--- src/rtl/aha_half_freq_reset_seq.sv ---
`default_nettype none
// ============================================================================
//  Module   : aha_half_freq_reset_seq
//  Purpose  : Reset sequencer for a divide-by-2 clock generator. It holds
//             the generator in reset, releases it, waits an even number of
//             fast-clock edges, and then releases the divided-clock domain.
//             It also runs the same sequence for a software reset request
//             that uses a 4-phase REQ/ACK handshake.
//  Revision : 1.0 - initial release
// ============================================================================
module aha_half_freq_reset_seq #(
  parameter int ASSERT_CYCLES     = 8,
  parameter int DIV_SETTLE_CYCLES = 4,
  parameter int CNT_W             = 8
) (
  input  logic CLK_IN,
  input  logic RESET,
  input  logic SW_RST_REQ,
  output logic SW_RST_ACK,
  output logic DIV_RESETn,
  output logic SYS_RESETn,
  output logic SEQ_BUSY
);

  // Terminal counts for the two timed phases. The counter restarts at zero
  // on every state change, so each phase lasts exactly its cycle count.
  localparam logic [CNT_W-1:0] ASSERT_LAST = CNT_W'(ASSERT_CYCLES - 1);
  localparam logic [CNT_W-1:0] SETTLE_LAST = CNT_W'(DIV_SETTLE_CYCLES - 1);

  typedef enum logic [1:0] {
    ST_ASSERT   = 2'd0,
    ST_DIV_WAIT = 2'd1,
    ST_RUN      = 2'd2,
    ST_ACK_WAIT = 2'd3
  } state_t;

  state_t           state;
  logic [CNT_W-1:0] cnt;
  // Remembers that the running sequence was started by software, so the
  // requester gets its ACK when the sequence finishes.
  logic             pending;

  // Sequencer FSM. Every output is assigned together with the state it
  // belongs to, so outputs change on the same edge as the state.
  always_ff @(posedge CLK_IN) begin
    if (RESET) begin
      state      <= ST_ASSERT;
      cnt        <= '0;
      pending    <= 1'b0;
      DIV_RESETn <= 1'b0;
      SYS_RESETn <= 1'b0;
      SW_RST_ACK <= 1'b0;
      SEQ_BUSY   <= 1'b1;
    end else begin
      case (state)
        ST_ASSERT: begin
          if (cnt == ASSERT_LAST) begin
            state      <= ST_DIV_WAIT;
            cnt        <= '0;
            DIV_RESETn <= 1'b1;
          end else begin
            cnt <= cnt + 1'b1;
          end
        end

        ST_DIV_WAIT: begin
          // An even settle time leaves the divided clock low and about to
          // rise at the moment the divided-clock domain leaves reset.
          if (cnt == SETTLE_LAST) begin
            cnt        <= '0;
            SYS_RESETn <= 1'b1;
            SEQ_BUSY   <= 1'b0;
            if (pending) begin
              state      <= ST_ACK_WAIT;
              pending    <= 1'b0;
              SW_RST_ACK <= 1'b1;
            end else begin
              state <= ST_RUN;
            end
          end else begin
            cnt <= cnt + 1'b1;
          end
        end

        ST_RUN: begin
          // New software requests are only accepted here; both resets drop
          // on the same edge that samples the request.
          if (SW_RST_REQ) begin
            state      <= ST_ASSERT;
            cnt        <= '0;
            pending    <= 1'b1;
            DIV_RESETn <= 1'b0;
            SYS_RESETn <= 1'b0;
            SEQ_BUSY   <= 1'b1;
          end
        end

        ST_ACK_WAIT: begin
          // Finish the 4-phase handshake once the requester drops REQ.
          if (!SW_RST_REQ) begin
            state      <= ST_RUN;
            cnt        <= '0;
            SW_RST_ACK <= 1'b0;
          end
        end

        default: begin
          state      <= ST_ASSERT;
          cnt        <= '0;
          pending    <= 1'b0;
          DIV_RESETn <= 1'b0;
          SYS_RESETn <= 1'b0;
          SW_RST_ACK <= 1'b0;
          SEQ_BUSY   <= 1'b1;
        end
      endcase
    end
  end

endmodule
`default_nettype wire

--- config.mk ---
export PLATFORM = sky130hd
export DESIGN_NAME = aha_half_freq_reset_seq
export DESIGN_NICKNAME = d
export VERILOG_FILES = /design/src/rtl/aha_half_freq_reset_seq.sv
export SDC_FILE = /design/constraint.sdc
export NUM_CORES = 1
export LEC_CHECK = 0
export BUFFER_PORTS_ARGS = -buffer_cell sky130_fd_sc_hd__buf_2
export CORE_MARGIN = 2
export CORE_UTILIZATION = 30
export CTS_CLUSTER_DIAMETER = 40
export DETAILED_ROUTE_END_ITERATION = 10
export PLACE_DENSITY = 0.48
export SLEW_MARGIN = 20
export SYNTH_ARGS = -nofsm -noshare
export SYNTH_HDL_FRONTEND = slang
export SYNTH_SLANG_ARGS = --single-unit
--- constraint.sdc ---
create_clock -name CLK_IN -period 1.65 [get_ports CLK_IN]
set_input_delay 0.0825 -clock CLK_IN [delete_from_list [all_inputs] [get_ports CLK_IN]]
set_output_delay 0.0825 -clock CLK_IN [all_outputs]
set_load 0.02 [all_outputs]
==> impl_metrics.ini, run 1 <==
[drt]
met3RoutedLength_microns = 29
num_vias = 626
first_pass_iters = 4
via_per_inst = 4.97
drt_first_iter_violations = 9
dr_wl_met2_microns = 667
detail_route.wl_per_cell_microns = 12.0
post-route-drc-count = 0
wl_mm = 1.51
maxUsedRoutingLayer = met4
met1_length_microns = 758
ant_nets = 0

[yosys]
ys_seq_area_share_pct = 40.1
ys_warn_count = 0
synth_area_leaders = dfxtp_1 (40%), xnor2_1 (9.4%), nand2_1 (5.0%), nand3_1 (4.7%), a21oi_1 (4.0%)
synthCells = 87
synth_top_area_share_pct = 40.1
syn-cell-area_sq_um = 748
syn_nets = 91
synth.distinct_cells = 25
syn_avg_cell_area_sq_um = 8.60
ys_ff_latch = 15
synth_top_area_cell = dfxtp_1

[worst_hold_path]
hold_path_class = input port to flip-flop

[power_and_ir_drop]
power_density_nw_per_um2 = 750
p_comb_share_pct = 8.0
seqPwrFrac_pct = 58.9
p_sw_uw = 158
p_int_uw = 486
peakVddDrop_v = 0.000430
clockPowerShare_pct = 33.1
sw_frac_of_total_pct = 24.5
finalPower_uw = 643
p_leak_uw = 0.000290

[setup_path]
reg2reg_depth = 4
reg2reg_to = SYS_RESETn
worstPathMaxFanout = 6
critPathLaunchType = flip-flop
cp.arrival_ns = 1.69
cp-endpoint = SYS_RESETn
r2r_start = cnt[6]
end_kind = flip-flop
startpoint = cnt[6]
cp.required_ns = 1.85
reg2reg_setup_slack_ns = 0.16
crit_type = flip-flop to flip-flop

[cts]
cts_buffers = 3
clock-sinks = 15
cts_max_level = 1
cts_tree = yes
clock_tree.buffer_depth = 2
clkTransAtPathRegs_ns = 0.09
postCtsSetupBuffers = 0
clkLatencyLatePin_ns = 0.29
cts_root_buf = clkbuf_4

[timing]
fmax_ghz = 0.671
finClkSkew_ns = 0.00416
timing.final.ws_setup_ns = 0.159
worst_pin_slew_ns = 0.798
fin_tns_setup_ns = 0
rsz0062_at_grt = false
setup_violations = 0
final_max_slew_viol_count = 0
fin_crit_ns = 1.49
slew_headroom_pct = 46.8
hold_violations = 0
post-route-period-util_pct = 90.4

[grt]
grtUsageTotal_pct = 12.4
grt_pass1_vias = 569
grt_overflow = 0
grt_max_degree = 22
antenna_found_initial = 0
grt_pass1_wl_mm = 2.50

[cells_and_area]
final_common_cell = dfxtp_1
nets = 101
drive_gt1_share_pct = 16.7
syn_to_final_growth_pct = 14.7
final_cell_mix = dfxtp_1 (15), nand2_1 (10), xnor2_1 (8), nor2_1 (8), nand3_1 (7)
fin_util_pct = 35.6
fin_area_sq_um = 858
antennaDiodeCount = 0

[die]
fp-row-count = 18
die-area_sq_um = 2910
die_w_microns = 53.9
dieHeight_microns = 53.9
io-pin-count = 7
core_area_sq_um = 2410
initial_core_util_pct = 31.0

[place]
hpwlAfterDp_mm = 1.02
placed_area_sq_um = 822
gp_congestion = 0.680
portBuffers = 6
dp_worst_setup_slack_ns = 0.146

[run_status]
status = completed

[flow_run]
drv_cap = 0
## cell type report
cell class,instances,area (sq um)
Multi-Input combinational cell,63,419
Fill cell,253,1550
Clock buffer,4,26.3
Sequential cell,15,300
Inverter,4,15.0
Timing Repair Buffer,10,60.1
Tap cell,30,37.5
## layer usage
layer  vias to the layer above  GRT usage (%)
met2                         9           15.9
met3                         5           1.67
li1                        319              -
met5                         -              0
met1                       293           17.8
met4                         0           10.3
## what timing repair did
| action | CTS | global route |
|---|---|---|
| setup endpoints to repair | 0 | 1 |
| resized for setup | 0 | 1 |
| hold buffers | 0 | 0 |
## cells in the mapped netlist
cell type / count
a221oi_1: 2
ha_1: 1
nand4_1: 4
nor2b_1: 2
o41ai_1: 1
o311ai_2: 1
nor2_1: 8
o21ai_0: 2
a21oi_1: 6
nand2b_1: 2
buf_4: 1
a211oi_1: 3
clkbuf_1: 3
nand2_1: 10
xnor2_1: 8
nor3_1: 1
buf_2: 1
xnor2_2: 1
nand3b_1: 1
inv_1: 4
a2111oi_4: 1
and3_1: 1
dfxtp_1: 15
or3_1: 1
nand3_1: 7
## power groups by stage
stage	clock network (uW)	registers, uW	logic, uW
2_1_floorplan	0	382	37.5
3_3_place_gp	0	387	48.4
3_5_place_dp	0	388	48.3
4_1_cts	225	379	48.3
5_1_grt	244	381	56.7
6_report	213	379	51.2
## flip-flops by register name, indices dropped and copies added (netlist names)
name / count
DIV_RESETn: 1
SEQ_BUSY: 1
SW_RST_ACK: 1
SYS_RESETn: 1
cnt: 8
pending: 1
state: 2
## through the flow
step	cells	hold WS [ns]
6_report	126	0.0409
5_1_grt	126	0.0412
4_1_cts	126	0.0309
3_5_place_dp	122	0.350
3_3_place_gp	122	0.348
2_1_floorplan	87	0.152
## kinds of logic (layout without fill, tap and decap cells)
kind of cell             Yosys count  count (layout)  share of synthesized area (%)
AND/OR/NAND/NOR                   37              37                           23.7
AO/OA/AOI/OAI                     16              16                           17.7
flip-flops                        15              15                           40.1
XOR/XNOR                           9               9                           11.5
buffers and inverters              9              18                           5.18
adder cells (fa/ha/maj)            1               1                           1.67
## worst max-delay path, cell delays in order (launching register included)
cell	delay [ns]
dfxtp_1	0.34
nor3_1	0.29
buf_4	0.18
nand4_1	0.24
a221oi_1	0.36
## how the worst min path moves through the flow
stage	from	to	slack, ns	cells past startpoint
after global placement	RESET	DIV_RESETn	0.35	2
after CTS	RESET	DIV_RESETn	0.03	2
after detailed placement	RESET	DIV_RESETn	0.35	2
final	RESET	state[1]	0.04	2
after global routing	RESET	state[1]	0.04	2
after floorplan	RESET	DIV_RESETn	0.15	1
Power figures use the tool's default switching activity.
==> run 2: changes to the inputs <==
--- a/config.mk
+++ b/config.mk
@@ -7,10 +7,11 @@
 export LEC_CHECK = 0
 export BUFFER_PORTS_ARGS = -buffer_cell sky130_fd_sc_hd__buf_2
 export CORE_MARGIN = 2
-export CORE_UTILIZATION = 30
+export CORE_UTILIZATION = 49
+export CTS_BUF_LIST = sky130_fd_sc_hd__clkbuf_8
 export CTS_CLUSTER_DIAMETER = 40
 export DETAILED_ROUTE_END_ITERATION = 10
-export PLACE_DENSITY = 0.48
+export PLACE_DENSITY = 0.7
 export SLEW_MARGIN = 20
 export SYNTH_ARGS = -nofsm -noshare
 export SYNTH_HDL_FRONTEND = slang
==> run 2 against run 1 <==
Effect of this change:
- count of clock-buffer cells in the layout decreased by 1
- global-route usage grew 7.5 points
- setup slack lost 0.021 ns
- clock skew fell by 0.00055 ns
- flip-flop and latch count did not move
- largest cell class unchanged
==> impl_metrics.ini, run 2 (synthesis gave the netlist of run 1 again) <==
[cts]
cts_max_level = 1
cts_root_buf = clkbuf_8
hold_buffers = 0
clkLatencyLatePin_ns = 0.25
clock_tree.buffer_depth = 2
clock-sinks = 15
cts_tree = yes
cts_buffers = 3
clkTransAtPathRegs_ns = 0.06

[flow_run]
drv_cap = 0

[timing]
slew_headroom_pct = 67.1
fin_tns_setup_ns = 0
worst_pin_slew_ns = 0.491
rsz0062_at_grt = false
hold_violations = 0
fmax_ghz = 0.662
post-route-period-util_pct = 91.6
setup_violations = 0
final_max_slew_viol_count = 0
finClkSkew_ns = 0.00361
fin_crit_ns = 1.51
hold_slack_ns = 0.0788

[cells_and_area]
antennaDiodeCount = 0
fin_cells = 111
fin_util_pct = 57.9
syn_to_final_growth_pct = 13.9
reg_top3 = cnt x8, state x2
nets = 100
drive_gt1_share_pct = 15.8
final_cell_mix = dfxtp_1 (15), nand2_1 (10), xnor2_1 (8), nor2_1 (8), nand3_1 (7)
fin_area_sq_um = 852
largest_register_ffs = 8
largest-register = cnt
final_common_cell = dfxtp_1

[drt]
num_vias = 631
ant_nets = 0
via_per_inst = 5.68
first_pass_iters = 4
drt_first_iter_violations = 16
wl_mm = 1.47
post-route-drc-count = 0
detail_route.wl_per_cell_microns = 13.2

[grt]
grt_overflow = 0
grt_max_degree = 11
antenna_found_initial = 0
grt_pass1_vias = 617
grtUsageTotal_pct = 19.9
grt_pass1_wl_mm = 2.72

[setup_path]
cp.arrival_ns = 1.64
critical_path_buf_inv_count = 0
crit_slowest_cell = dfxtp_1
cp.required_ns = 1.78
worstPathMaxFanout = 9
end_kind = flip-flop
critical-path-top-delay-family = flip-flops
slowest_delay_ns = 0.53
path_cells = xnor2_2 > a2111oi_4 > xnor2_1 > nor2_1
critPathLaunchType = flip-flop
crit_type = flip-flop to flip-flop

[place]
gp_congestion = 0.811
hpwlAfterDp_mm = 1.02
placed_area_sq_um = 797
portBuffers = 6
dp_cells = 107

[power_and_ir_drop]
seqPwrFrac_pct = 52.2
peakVddDrop_v = 0.000582
clockPowerShare_pct = 41.1
p_leak_uw = 0.000296
p_comb_share_pct = 6.7
p_int_uw = 556
p_sw_uw = 171
sw_frac_of_total_pct = 23.5
power_density_nw_per_um2 = 853

[die]
die_w_microns = 43.1
dieHeight_microns = 43.1
io-pin-count = 7
initial_core_util_pct = 50.9
die-area_sq_um = 1860
fp-row-count = 14
core_area_sq_um = 1470

[worst_hold_path]
hold_path_class = input port to flip-flop

[run_status]
status = completed
## run 2: cell types whose count changed in the layout (fill, tap and decap cells not counted), sizes merged
cell    delta
inv        +1
buf        -1
clkbuf     -1
## run 2: timing repair
action                                  4_1_cts  5_1_grt
setup buffers                                 0        0
endpoints found under the setup margin        0        6
resized for setup                             0        1
## run 2: path summary, 6_finish.rpt
check / start / to / slack, ns / cells after the start
max: state[0] / cnt[6] / 0.14 / 4
min: RESET / DIV_RESETn / 0.08 / 2
max reg2reg: state[0] / cnt[6] / 0.14 / 4
min reg2reg: DIV_RESETn / DIV_RESETn / 0.46 / 2
## run 2: area by class of cell
type,instances,area (sq um)
flip-flops and latches,15,300
well taps,16,20.0
inverters,4,15.0
repair buffers,9,52.6
clock inverters,1,3.75
clock buffers,3,41.3
fillers,130,619
multi-input cells,63,419
## run 2: per-layer routing
metal	vias to the layer above	track usage [%]	share of wire, %
li1	318	-	-
met1	289	26.2	48
met4	0	12.7	2.9
met5	-	0	0
met2	19	30.3	44
met3	5	2.55	5.0
## run 2: power groups by stage
| stage | Sequential, uW | Combinational (uW) | Clock [uW] |
|---|---|---|---|
| after CTS | 379 | 46.4 | 299 |
| after global routing | 380 | 55.0 | 312 |
| after detailed placement | 387 | 45.7 | 0 |
| after floorplan | 382 | 37.5 | 0 |
| final | 380 | 48.9 | 299 |
| after global placement | 387 | 45.0 | 0 |
## run 2: stage by stage
stage	worst slack, ns	power, uW
6_report	0.139	727
5_1_grt	0.0429	747
4_1_cts	0.106	724
3_5_place_dp	0.131	433
3_3_place_gp	0.129	432
2_1_floorplan	0.227	420
